--- config.mk ---
export PLATFORM = sky130hd
export DESIGN_NAME = booth4_csa_accum
export DESIGN_NICKNAME = d
export VERILOG_FILES = /design/src/rtl/mult_booth_pkg.sv /design/src/rtl/booth4_csa_accum_csa_row.sv /design/src/rtl/booth4_csa_accum.sv
export SDC_FILE = /design/constraint.sdc
export NUM_CORES = 1
export LEC_CHECK = 0
export ABC_AREA = 1
export CAP_MARGIN = 20
export CORE_UTILIZATION = 50
export DETAILED_ROUTE_END_ITERATION = 8
export PLACE_DENSITY = 0.89
export SKIP_CTS_REPAIR_TIMING = 1
export SYNTH_ARGS = -nofsm -noshare
export SYNTH_HDL_FRONTEND = slang
export SYNTH_SLANG_ARGS = --single-unit
--- constraint.sdc ---
create_clock -name clk -period 3.78 [get_ports clk]
set_clock_uncertainty 0.15 [all_clocks]
set_input_delay 0.756 -clock clk [delete_from_list [all_inputs] [get_ports clk]]
set_output_delay 0.756 -clock clk [all_outputs]
set_load 0.03 [all_outputs]
--- src/rtl/mult_booth_pkg.sv ---
// Shared types and helpers for the iterative radix-4 Booth multiplier datapath.
package mult_booth_pkg;

  typedef enum logic [1:0] {
    IDLE  = 2'd0,
    ACCUM = 2'd1,
    DONE  = 2'd2
  } state_e;

  typedef struct packed {
    logic neg;
    logic one;
    logic two;
  } booth_digit_t;

  function automatic int calc_pw(input int w);
    return 2 * w;
  endfunction

  function automatic int calc_nd(input int w);
    return w / 2;
  endfunction

  // Radix-4 Booth recoding of one overlapping triplet {b[2k+1], b[2k], b[2k-1]}.
  function automatic booth_digit_t booth_encode(input logic [2:0] t);
    booth_digit_t d;
    d = '0;
    case (t)
      3'b001, 3'b010: d.one = 1'b1;
      3'b011:         d.two = 1'b1;
      3'b100:         begin d.neg = 1'b1; d.two = 1'b1; end
      3'b101, 3'b110: begin d.neg = 1'b1; d.one = 1'b1; end
      default:        d = '0;
    endcase
    return d;
  endfunction

endpackage

--- src/rtl/booth4_csa_accum_csa_row.sv ---
// PW-bit 3:2 compressor row; carry row is pre-shifted with the top carry dropped.
module csa_row #(
  parameter int PW = 8
) (
  input  logic [PW-1:0] x,
  input  logic [PW-1:0] y,
  input  logic [PW-1:0] z,
  output logic [PW-1:0] s,
  output logic [PW-1:0] c
);

  logic [PW-1:0] maj;

  assign s   = x ^ y ^ z;
  assign maj = (x & y) | (x & z) | (y & z);
  assign c   = {maj[PW-2:0], 1'b0};

endmodule

--- src/rtl/booth4_csa_accum.sv ---
// Iterative radix-4 Booth multiplier front end: one Booth digit per cycle into a
// carry-save pair that feeds the downstream carry-propagate adder directly.
module booth4_csa_accum
  import mult_booth_pkg::*;
#(
  parameter int W = 4
) (
  input  logic             clk,
  input  logic             rst,
  input  logic             in_valid,
  output logic             in_ready,
  input  logic [W-1:0]     a_in,
  input  logic [W-1:0]     b_in,
  output logic             out_valid,
  input  logic             out_ready,
  output logic [2*W-1:0]   sum_row,
  output logic [2*W-1:0]   carry_row
);

  localparam int PW = calc_pw(W);
  localparam int ND = calc_nd(W);
  localparam int CW = (ND > 1) ? $clog2(ND) : 1;

  state_e        state_q;
  logic [PW-1:0] a_q;
  logic [W:0]    bx_q;
  logic [CW-1:0] cnt_q;
  logic [PW-1:0] sum_q;
  logic [PW-1:0] carry_q;
  logic          out_valid_q;

  logic [2:0]    triplet;
  booth_digit_t  digit;
  logic [PW-1:0] mag;
  logic [PW-1:0] pp;
  logic [PW-1:0] sum_d;
  logic [PW-1:0] carry_d;

  // Partial product for the current digit, weighted by 4^k.
  always_comb begin
    triplet = 3'(bx_q >> {cnt_q, 1'b0});
    digit   = booth_encode(triplet);
    mag     = '0;
    if (digit.two)      mag = a_q << 1;
    else if (digit.one) mag = a_q;
    pp = digit.neg ? (~mag + PW'(1)) : mag;
    pp = pp << {cnt_q, 1'b0};
  end

  csa_row #(.PW(PW)) u_csa (
    .x (sum_q),
    .y (carry_q),
    .z (pp),
    .s (sum_d),
    .c (carry_d)
  );

  always_ff @(posedge clk) begin
    if (rst) begin
      state_q     <= IDLE;
      a_q         <= '0;
      bx_q        <= '0;
      cnt_q       <= '0;
      sum_q       <= '0;
      carry_q     <= '0;
      out_valid_q <= 1'b0;
    end else begin
      case (state_q)
        IDLE: begin
          if (in_valid) begin
            a_q     <= {{W{a_in[W-1]}}, a_in};
            bx_q    <= {b_in, 1'b0};
            cnt_q   <= '0;
            sum_q   <= '0;
            carry_q <= '0;
            state_q <= ACCUM;
          end
        end
        ACCUM: begin
          sum_q   <= sum_d;
          carry_q <= carry_d;
          cnt_q   <= cnt_q + CW'(1);
          if (cnt_q == CW'(ND - 1)) begin
            state_q     <= DONE;
            out_valid_q <= 1'b1;
          end
        end
        DONE: begin
          if (out_ready) begin
            state_q     <= IDLE;
            out_valid_q <= 1'b0;
          end
        end
        default: begin
          state_q     <= IDLE;
          out_valid_q <= 1'b0;
        end
      endcase
    end
  end

  assign in_ready  = (state_q == IDLE);
  assign out_valid = out_valid_q;
  assign sum_row   = sum_q;
  assign carry_row = carry_q;

endmodule

==> results.toml <==
[pwr]
pwr_density_cell_nw_per_um2 = 321
maximum_resistive_drop_on_vdd_mv = 0.270
leakagePower_uw = 0.000877
fin_total_pwr_uw = 644

[cts]
tritoncts_clock_tree = "yes"
ctsHtreeMaxLevel = 1
clk_transition_reported_paths_ns = 0.14
cts_sinks = 27
clk_latency_ns = 0.32
cts_buffers = 3
cts_max_path_buffers = 2
cts.root.buffer_cell = "clkbuf_4"

[die]
full_die_area_um2 = 3570
fp.dieH_um = 59.8
floorplan.rows = 20
starting_density_of_the_core = 0.538
core_um2 = 3100
fp.dieW_um = 59.8
io_pins = 30

[worst_setup_path]
critPathRequiredTime_ns = 3.88
path_cells = "inv_2 > or2_2 > o21ai_0 > ha_1 > inv_1 > nand2_1 > nand3b_1 > nand2_2 > inv_1 > ha_1 > nor2_1 > xor2_1 > o21ai_0 > fa_1 > inv_1 > nand2_1 > a21oi_1"
data_arrival_time_of_the_critical_path_ns = 3.47
crit_buf_inv = 4
worst_setup_path_start_kind = "register"
critPathSlowestCell = "fa_1"
regToRegSetupSlack_ns = 0.41
cell_family_with_most_cp_delay = "adder cells"
crit_top_cell = "inv_1"
critPathCaptureType = "register"
timing.critical_path.slowest_cell_delay_ns = 0.46
crit_type = "reg -> reg"
worst-path-max-fanout = 10

[global_route]
grt_remaining_overflow = 0
grt_antenna_before_repair = 0
grt_start_max_net_pins = 28
grt_first_pass_wirelength_um = 6040
global_route.usage.total = 0.218
number_of_global_route_vias_before_repair = 1425

[sta]
slew_headroom = 0.350
final-max-slew-violation-count = 0
max_freq_mhz = 297
tightest_slew_ns = 0.972
fin_tns_setup_ns = 0
report.final.setup_viol = 0
finalWorstPathRequiredPeriod_ns = 3.37
grt_setup_unrepaired = "false"
final_hold_viol_count = 0
period_share = 0.891

[finish]
diodes = 0
fillerInstances = 286
area.growth.synth_to_final_pct = 20.1
finalNetCount = 285
layout_cells_sized_above_1 = 0.0962

[route]
via_count = 1487
postRouteWirelength_um = 3380
drt_drc_violations_left = 0
wire_per_inst_um = 11.1
viasPerCell = 4.89
drt_first_pass_iters = 4
detailedRoute.firstIterationViolations = 50
ant_nets = 0

[placement]
place_hpwl_um = 2530
globalplace.congestion = 0.902
io_buffer_count = 28

[yosys]
post_synth_inst_count = 234
synth-warning-count = 0
synth_area_per_cell_um2 = 7.13
postSynthNetCount = 258
synth_sequential_area_ratio = 0.324
synth.ff_latch_count = 27
synthDistinctLibCells = 29
post_synth_instance_area_um2 = 1670

[run_status]
run_status = "completed"

[flow_run]
max_cap_violations = 0

[min_path]
worstHoldPathType = "reg -> reg"
## tightest hold or removal path, stage by stage (launching register included)
cell and delay [ns]:
dfxtp_1 0.33, nand2_1 0.06, a21oi_1 0.06
## registers in the layout (all words and copies together) (netlist names)
name and count:
a_q 4, bx_q 4, carry_row 7, cnt_q 1, out_valid 1, state_q 2
sum_row 8
## synthesized netlist by cell type
| master | instances | area share |
|---|---|---|
| nor2_1 | 13 | 0.029 |
| inv_2 | 1 | 0.0022 |
| nand2_1 | 65 | 0.15 |
| nand3_1 | 8 | 0.024 |
| fa_1 | 6 | 0.072 |
| nor2_2 | 2 | 0.0075 |
| a21oi_2 | 1 | 0.0053 |
| o211ai_1 | 1 | 0.0045 |
| or2_2 | 1 | 0.0038 |
| nand3b_1 | 2 | 0.0090 |
| o21ai_1 | 1 | 0.0030 |
| xor2_1 | 2 | 0.011 |
| ha_1 | 6 | 0.045 |
| nand2_4 | 3 | 0.020 |
| buf_1 | 1 | 0.0022 |
| clkbuf_1 | 4 | 0.0090 |
| o21ai_0 | 6 | 0.018 |
| conb_1 | 1 | 0.0022 |
| or2_1 | 1 | 0.0038 |
| buf_4 | 3 | 0.014 |
| nand3_4 | 2 | 0.021 |
| nand3_2 | 3 | 0.018 |
| and2_4 | 1 | 0.0053 |
| nand4_1 | 1 | 0.0038 |
| dfxtp_1 | 27 | 0.32 |
| nand2_2 | 6 | 0.023 |
| inv_1 | 40 | 0.090 |
| a21oi_1 | 22 | 0.066 |
| a211oi_1 | 4 | 0.018 |
## layout make-up
class | count | area, µm² | share of cell area
Sequential cell | 27 | 541 | 0.270
Timing Repair Buffer | 30 | 295 | 0.147
Multi-Input combinational cell | 158 | 932 | 0.465
Inverter | 41 | 154 | 0.0768
Tap cell | 44 | 55.1 | 0.0275
Clock buffer | 4 | 26.3 | 0.0131
## cell families (layout without fill, tap and decap cells)
logic type	after synthesis	count (layout)	share of synthesized area
AO/OA/AOI/OAI	35	35	0.115
XOR/XNOR	2	2	0.0105
adder cells (fa/ha/maj)	12	12	0.117
buffers and inverters	49	75	0.117
flip-flops	27	27	0.324
other	1	1	0.00225
AND/OR/NAND/NOR	108	108	0.314
## report_power, final
group / switching, µW / total, µW / internal (µW)
combinational: 132 / 210 / 78.0
sequential: 10.8 / 310 / 299
clock: 83.2 / 125 / 41.4
total: 226 / 644 / 418
## per-stage QoR
stage | worst slack [ns] | util | hold WS (ns) | instance area, µm² | std cells
after floorplan | 0.779 | - | 0.291 | 1670 | 234
after global placement | 0.632 | 0.637 | 0.304 | 1980 | 300
after detailed placement | 0.498 | 0.637 | 0.311 | 1980 | 300
after CTS | 0.403 | 0.646 | 0.331 | 2000 | 304
after global routing | 0.124 | 0.646 | 0.361 | 2000 | 304
final | 0.411 | 0.646 | 0.328 | 2000 | 304
## placed cells by master (no fill, tap or decap), drive strengths merged, types with 6 or more instances in the layout
| cell type | instances |
|---|---|
| dfxtp | 27 |
| nor2 | 15 |
| nand2 | 74 |
| inv | 41 |
| o21ai | 7 |
| ha | 6 |
| clkdlybuf4s50 | 28 |
| fa | 6 |
| nand3 | 13 |
| a21oi | 23 |
## metal layers
layer	vias to the layer above	part of all wire	global-route usage	routed length [µm]
li1	771	-	-	-
met1	675	0.46	0.282	1560
met2	36	0.49	0.389	1650
met3	5	0.043	0.0325	146
met4	0	0.0080	0.0365	27
met5	-	0	0	0
## worst paths after layout
check / start / endpoint / cells after the start
setup / recovery: cnt_q / sum_row[4] / 17
hold / removal: bx_q[3] / bx_q[3] / 2
setup reg to reg: cnt_q / sum_row[4] / 17
hold reg to reg: bx_q[3] / bx_q[3] / 2
(Power assumes the default switching activity.)
